`src/rtl/dflow_replay_engine.sv`:
```
// Record store/replay engine over a QDR word region; rd_valid->out_vld 1 cycle, reads credit-limited by FIFO_DEPTH.
// Output is FWFT valid/ready with stalls holding data; optional counters under `DFLOW_REPLAY_STATS_EN.
module dflow_replay_engine #(
    parameter int TUPLE_W    = 104,
    parameter int LEN_W      = 16,
    parameter int MEM_ADDR_W = 19,
    parameter int MEM_DATA_W = 144,
    parameter int FIFO_DEPTH = 16,
    parameter int LOOP_W     = 16
) (
    input  logic                  clk,
    input  logic                  reset,
    input  logic                  sw_rst,
    input  logic                  start_store,
    input  logic                  start_replay,
    input  logic                  stop,
    input  logic [MEM_ADDR_W-1:0] mem_addr_low,
    input  logic [MEM_ADDR_W-1:0] mem_addr_high,
    input  logic [LOOP_W-1:0]     loop_count,
    output logic                  busy,
    output logic                  replay_done,
    output logic                  region_full,
    output logic                  cfg_err,
    output logic [MEM_ADDR_W:0]   stored_count,
    input  logic                  init_calib_complete,
    output logic                  mem_wr_cmd,
    output logic [MEM_ADDR_W-1:0] mem_wr_addr,
    output logic [MEM_DATA_W-1:0] mem_wr_data,
    output logic                  mem_rd_cmd,
    output logic [MEM_ADDR_W-1:0] mem_rd_addr,
    input  logic                  mem_rd_valid,
    input  logic [MEM_DATA_W-1:0] mem_rd_data,
    input  logic [TUPLE_W-1:0]    tuple_in,
    input  logic [LEN_W-1:0]      len_in,
    input  logic                  in_vld,
    output logic                  in_ready,
    output logic [TUPLE_W-1:0]    tuple_out,
    output logic [LEN_W-1:0]      len_out,
    output logic                  out_vld,
    input  logic                  out_ready,
    output logic [31:0]           stat_records,
    output logic [31:0]           stat_stalls
);
    localparam int REC_W = TUPLE_W + LEN_W;
    localparam int FA_W  = $clog2(FIFO_DEPTH);
    localparam int FC_W  = FA_W + 1;
    localparam logic [FC_W:0] DEPTH_C = (FC_W+1)'(FIFO_DEPTH);

    typedef enum logic [1:0] {S_IDLE, S_STORE, S_REPLAY, S_DRAIN} state_t;

    state_t                state_q, state_d;
    logic [MEM_ADDR_W-1:0] low_q, low_d, high_q, high_d, last_q, last_d;
    logic [MEM_ADDR_W-1:0] wr_ptr_q, wr_ptr_d, rd_ptr_q, rd_ptr_d;
    logic [LOOP_W-1:0]     loop_q, loop_d, pass_q, pass_d;
    logic [MEM_ADDR_W:0]   stored_q, stored_d;
    logic                  region_full_q, region_full_d, cfg_err_q, cfg_err_d;
    logic                  replay_done_q, replay_done_d;
    logic [FC_W-1:0]       outst_q, outst_d, fifo_cnt_q, fifo_cnt_d;
    logic [FA_W-1:0]       fifo_wp_q, fifo_wp_d, fifo_rp_q, fifo_rp_d;
    logic [REC_W-1:0]      fifo_mem [FIFO_DEPTH];
    logic [REC_W-1:0]      rec_head;
    logic                  rst, wr_fire, rd_fire, rd_push, pop, credit_ok, replay_start;

    assign rst       = reset | sw_rst;
    assign wr_fire   = in_vld && (state_q == S_STORE);
    assign credit_ok = ({1'b0, outst_q} + {1'b0, fifo_cnt_q}) < DEPTH_C;
    assign rd_fire   = (state_q == S_REPLAY) && !stop && credit_ok;
    // Returns with nothing outstanding belong to a replay killed by reset.
    assign rd_push   = mem_rd_valid && (outst_q != '0);
    assign pop       = out_vld && out_ready;

    always_comb begin
        state_d       = state_q;
        low_d         = low_q;
        high_d        = high_q;
        last_d        = last_q;
        wr_ptr_d      = wr_ptr_q;
        rd_ptr_d      = rd_ptr_q;
        loop_d        = loop_q;
        pass_d        = pass_q;
        stored_d      = stored_q;
        region_full_d = region_full_q;
        cfg_err_d     = cfg_err_q;
        replay_done_d = 1'b0;
        replay_start  = 1'b0;
        case (state_q)
            S_IDLE: begin
                if (init_calib_complete && start_store) begin
                    if (mem_addr_high < mem_addr_low) begin
                        cfg_err_d = 1'b1;
                    end else begin
                        state_d       = S_STORE;
                        high_d        = mem_addr_high;
                        wr_ptr_d      = mem_addr_low;
                        stored_d      = '0;
                        region_full_d = 1'b0;
                    end
                end else if (init_calib_complete && start_replay) begin
                    if ((mem_addr_high < mem_addr_low) || (stored_q == '0)) begin
                        cfg_err_d = 1'b1;
                    end else begin
                        state_d      = S_REPLAY;
                        low_d        = mem_addr_low;
                        rd_ptr_d     = mem_addr_low;
                        last_d       = mem_addr_low + stored_q[MEM_ADDR_W-1:0] - MEM_ADDR_W'(1);
                        loop_d       = loop_count;
                        pass_d       = '0;
                        replay_start = 1'b1;
                    end
                end
            end
            S_STORE: begin
                if (wr_fire) begin
                    wr_ptr_d = wr_ptr_q + MEM_ADDR_W'(1);
                    stored_d = stored_q + (MEM_ADDR_W+1)'(1);
                    if (wr_ptr_q == high_q) begin
                        region_full_d = 1'b1;
                        state_d       = S_IDLE;
                    end
                end
                if (stop) state_d = S_IDLE;
            end
            S_REPLAY: begin
                if (stop) begin
                    state_d = S_DRAIN;
                end else if (rd_fire) begin
                    if (rd_ptr_q == last_q) begin
                        rd_ptr_d = low_q;
                        pass_d   = pass_q + LOOP_W'(1);
                        if ((loop_q != '0) && ((pass_q + LOOP_W'(1)) == loop_q)) state_d = S_DRAIN;
                    end else begin
                        rd_ptr_d = rd_ptr_q + MEM_ADDR_W'(1);
                    end
                end
            end
            S_DRAIN: begin
                if ((outst_q == '0) && (fifo_cnt_q == '0)) begin
                    state_d       = S_IDLE;
                    replay_done_d = 1'b1;
                end
            end
            default: state_d = S_IDLE;
        endcase

        outst_d = outst_q;
        if (rd_fire && !rd_push)      outst_d = outst_q + FC_W'(1);
        else if (!rd_fire && rd_push) outst_d = outst_q - FC_W'(1);
        fifo_cnt_d = fifo_cnt_q;
        if (rd_push && !pop)          fifo_cnt_d = fifo_cnt_q + FC_W'(1);
        else if (!rd_push && pop)     fifo_cnt_d = fifo_cnt_q - FC_W'(1);
        fifo_wp_d = fifo_wp_q + FA_W'(rd_push);
        fifo_rp_d = fifo_rp_q + FA_W'(pop);
    end

    always_ff @(posedge clk) begin
        if (rst) begin
            state_q       <= S_IDLE;
            low_q         <= '0;
            high_q        <= '0;
            last_q        <= '0;
            wr_ptr_q      <= '0;
            rd_ptr_q      <= '0;
            loop_q        <= '0;
            pass_q        <= '0;
            stored_q      <= '0;
            region_full_q <= 1'b0;
            cfg_err_q     <= 1'b0;
            replay_done_q <= 1'b0;
            outst_q       <= '0;
            fifo_cnt_q    <= '0;
            fifo_wp_q     <= '0;
            fifo_rp_q     <= '0;
        end else begin
            state_q       <= state_d;
            low_q         <= low_d;
            high_q        <= high_d;
            last_q        <= last_d;
            wr_ptr_q      <= wr_ptr_d;
            rd_ptr_q      <= rd_ptr_d;
            loop_q        <= loop_d;
            pass_q        <= pass_d;
            stored_q      <= stored_d;
            region_full_q <= region_full_d;
            cfg_err_q     <= cfg_err_d;
            replay_done_q <= replay_done_d;
            outst_q       <= outst_d;
            fifo_cnt_q    <= fifo_cnt_d;
            fifo_wp_q     <= fifo_wp_d;
            fifo_rp_q     <= fifo_rp_d;
        end
    end

    always_ff @(posedge clk) begin
        if (rd_push) fifo_mem[fifo_wp_q] <= mem_rd_data[REC_W-1:0];
    end

    generate
        if (MEM_DATA_W > REC_W) begin : g_rd_pad
            logic unused_rd_pad;
            assign unused_rd_pad = ^mem_rd_data[MEM_DATA_W-1:REC_W];
        end
    endgenerate

    assign rec_head     = fifo_mem[fifo_rp_q];
    assign busy         = (state_q != S_IDLE);
    assign replay_done  = replay_done_q;
    assign region_full  = region_full_q;
    assign cfg_err      = cfg_err_q;
    assign stored_count = stored_q;
    assign in_ready     = (state_q == S_STORE);
    assign mem_wr_cmd   = wr_fire;
    assign mem_wr_addr  = wr_ptr_q;
    assign mem_wr_data  = MEM_DATA_W'({tuple_in, len_in});
    assign mem_rd_cmd   = rd_fire;
    assign mem_rd_addr  = rd_ptr_q;
    assign out_vld      = (fifo_cnt_q != '0);
    assign tuple_out    = out_vld ? rec_head[REC_W-1:LEN_W] : '0;
    assign len_out      = out_vld ? rec_head[LEN_W-1:0] : '0;

`ifdef DFLOW_REPLAY_STATS_EN
    logic [31:0] stat_rec_q, stat_stall_q;
    always_ff @(posedge clk) begin
        if (rst || replay_start) begin
            stat_rec_q   <= '0;
            stat_stall_q <= '0;
        end else begin
            if (pop && (stat_rec_q != '1)) stat_rec_q <= stat_rec_q + 32'd1;
            if (out_vld && !out_ready && (stat_stall_q != '1)) stat_stall_q <= stat_stall_q + 32'd1;
        end
    end
    assign stat_records = stat_rec_q;
    assign stat_stalls  = stat_stall_q;
`else
    logic unused_stats_clr;
    assign unused_stats_clr = replay_start;
    assign stat_records     = '0;
    assign stat_stalls      = '0;
`endif
endmodule

```
`config.mk`:
```
export PLATFORM = sky130hd
export DESIGN_NAME = dflow_replay_engine
export DESIGN_NICKNAME = d
export VERILOG_FILES = /design/src/rtl/dflow_replay_engine.sv
export SDC_FILE = /design/constraint.sdc
export NUM_CORES = 2
export LEC_CHECK = 0
export BUFFER_PORTS_ARGS = -buffer_cell sky130_fd_sc_hd__clkbuf_2
export CORE_AREA = 2 2 380 382
export DETAILED_ROUTE_END_ITERATION = 12
export DIE_AREA = 0 0 382 384
export PLACE_DENSITY = 0.78
export SETUP_SLACK_MARGIN = 0.02
export SLEW_MARGIN = 20
export SYNTH_ARGS = -nofsm -noshare
export SYNTH_HDL_FRONTEND = slang
export SYNTH_SLANG_ARGS = --single-unit
export TNS_END_PERCENT = 1
```
`constraint.sdc`:
```
create_clock -name clk -period 11.5 [get_ports clk]
set_input_delay 0 -clock clk [delete_from_list [all_inputs] [get_ports clk]]
set_output_delay 0 -clock clk [all_outputs]
set_load 0.1 [all_outputs]
```
==> reports/qor.csv <==
metric,value,unit
path_max_fanout,106,
preCtsSetupSlack,7.14,ns
p_leak,31.2,nW
p_sw,4.69,mW
synth.avg_cell_area,19.2,um^2
path_class,reg2out,
grt_pass1_vias,46100,
clkTransAtPathRegs,0.06,ns
comb_power_share,14.0,%
tightest_slew,1.37,ns
hold_path_class,in2out,
cts-htree-levels,4,
gp_congestion,0.914,
drive_gt1_share,26.7,%
io_pins,722,
die_area,147000,um^2
route.met2.wl,106000,um
cts_tree,built,
worstSetupStartpointType,flop,
synth_area_leaders,"edfxtp_1 (68%), mux4_2 (16%), dfxtp_1 (4.0%)",
m1WireLength,75300,um
switching_share,27.4,%
clock.fmax,193,MHz
start_util,59.4,%
dr.pass1.iters,6,
portBuffers,369,
rsz0062_at_grt,no,
maxSlewViolCount,0,
power.density,177,nW/um^2
yosysSeqAreaShare,71.9,%
p_clk_share,37.2,%
clkSinkCount,2090,
peakVddDrop,0.000183,V
post_cts_resized,0,
postCtsSetupRepairBufs,0,
synth_top_area_share,67.9,%
numCtsBuffers,200,
yosys-top-cells-count,"edfxtp_1 (1,920), mux4_2 (600), nand2_1 (223)",
synth_edf_count,1920,
hold_violations,0,
post_drt_wl_per_cell,29.8,um
slew_headroom,8.03,%
setup_ws,6.32,ns
synthToLayoutAreaGrowth,14.2,%
status,"complete, no violations",
p_int,12.4,mW
wl,211000,um
cp-end-kind,output pin,
async_reset_ff_share,0,%
dp.final_hpwl,106000,um
yosys.area.top_type,edfxtp_1,
clk_latency,0.86,ns
synth-seq-cells,2090,
dr_wl_met3,22100,um
syn-cell-area,84900,um^2
row_count,139,
grt_usage,28.7,%
die_y,384,um
synth.most_common_cell,edfxtp_1,
synth_cell_types,76,
coreArea,143000,um^2
antenna_found_initial,22,
grt_first_pass_wirelength,307000,um
required,11.50,ns
seq_power_share,48.8,%
cts_max_path_buffers,3,
power.total,17.1,mW
syn_inst,4417,
antenna_left,0,
grt_max_degree,142,
synth_warnings,0,
holdWs,0.0000279,ns
arrival,5.18,ns
post-route-util,67.9,%
num_vias,45400,
drt_iter0_drc,5436,
fp.dieW,382,um
root_buffer,clkbuf_16,
fin_nets,5399,
highest_layer,met5,
fin_skew,0.0407,ns
synth_ff_type,edfxtp_1,
viasPerCell,6.43,
fin_crit,5.18,ns
finalCritPeriodShare,45.0,%
drv_cap,0,
finalSetupViolations,0,
setup_tns,0,ns
grt-ovfl-total,0,
drc,0,
## registers in the layout (all words and copies together) (netlist names)
signal / count
fifo_mem: 1920
stored_count: 20
high_q: 19
last_q: 19
low_q: 19
mem_rd_addr: 19
mem_wr_addr: 19
loop_q: 16
pass_q: 16
fifo_cnt_q: 5
outst_q: 5
fifo_rp_q: 4
fifo_wp_q: 4
state_q: 2
cfg_err: 1
region_full: 1
replay_done: 1
## logic make-up after synthesis
group                      Yosys count  synth area share, %
DFF                               2090                 71.9
and+or+nand+nor                    652                 3.75
muxes                              607                 16.0
buffers and inverters              528                 3.36
AOI/OAI and AO/OA                  349                 2.62
xor gates and xnor gates           113                 1.17
adders and majority gates           77                 1.16
other                                1              0.00442
## power by group through the flow
| stage | clock [mW] | sequential, mW | combinational (mW) |
|---|---|---|---|
| floorplan | 0 | 8.52 | 1.98 |
| global placement | 0 | 8.51 | 2.30 |
| detailed placement | 0 | 8.51 | 2.31 |
| CTS | 6.45 | 8.35 | 2.40 |
| global route | 6.72 | 8.35 | 2.48 |
| finish | 6.38 | 8.35 | 2.40 |
## per-layer routing
layer / GRT usage (%) / vias to the layer above
li1: - / 18600
met1: 38.0 / 23500
met2: 47.3 / 2778
met3: 6.52 / 525
met4: 10.2 / 30
met5: 0.552 / -
## cell type report
class	instances	area, um^2
clock buffers	235	5200
fillers	8696	45800
multi-input cells	1886	21400
repair buffers	726	5400
clock inverters	128	1120
inverters	90	343
well taps	1903	2380
diodes	9	22.5
flip-flops and latches	2090	61100
## critical path, stage by stage (launching register included)
cell and delay (ns):
dfxtp_4 0.88, buf_12 0.63, buf_12 0.69, mux4_2 0.59, mux4_2 0.48, and2_1 0.28, clkbuf_2 0.42
## path summary, 6_finish.rpt
check | from | endpoint | slack (ns) | cells after the start
setup / recovery | fifo_rp_q[0] | tuple_out[91] | 6.32 | 6
hold reg to reg | low_q[10] | low_q[10] | 0.45 | 2
hold / removal | tuple_in[39] | mem_wr_data[55] | 0.00003 | 0
setup reg to reg | outst_q[1] | fifo_mem[10][8] | 7.21 | 8
## cells in the final DEF, fill, tap and decap left out, types with 16 or more instances in the layout
cell type,instances
and2_1,132
dfxtp_1,166
clkbuf_16,203
conb_1,88
edfxtp_1,1920
mux4_2,600
inv_1,88
nor2_1,112
nand3_1,36
a211oi_1,19
nand4_1,24
clkbuf_2,369
ha_1,74
a31oi_1,17
dlygate4sd3_1,290
xnor2_1,60
nand2_1,223
buf_4,56
clkinv_1,40
nor4_1,19
clkinv_2,49
clkbuf_1,32
a21oi_1,146
nor3_1,27
a21o_1,19
o211ai_1,16
o21ai_0,56
xor2_1,53
## through the flow
step	std cells	cell area [um^2]
3_3_place_gp	6404	87700
6_report	7067	97000
2_1_floorplan	4504	85200
4_1_cts	7057	96900
5_1_grt	7064	97000
3_5_place_dp	6404	87700
## repair_timing
item                                    in CTS  in global routing
endpoints found under the setup margin       0                  0
hold buffers                               290                  0
endpoints found under the hold margin     2063                  0
Power figures use the tool's default switching activity.
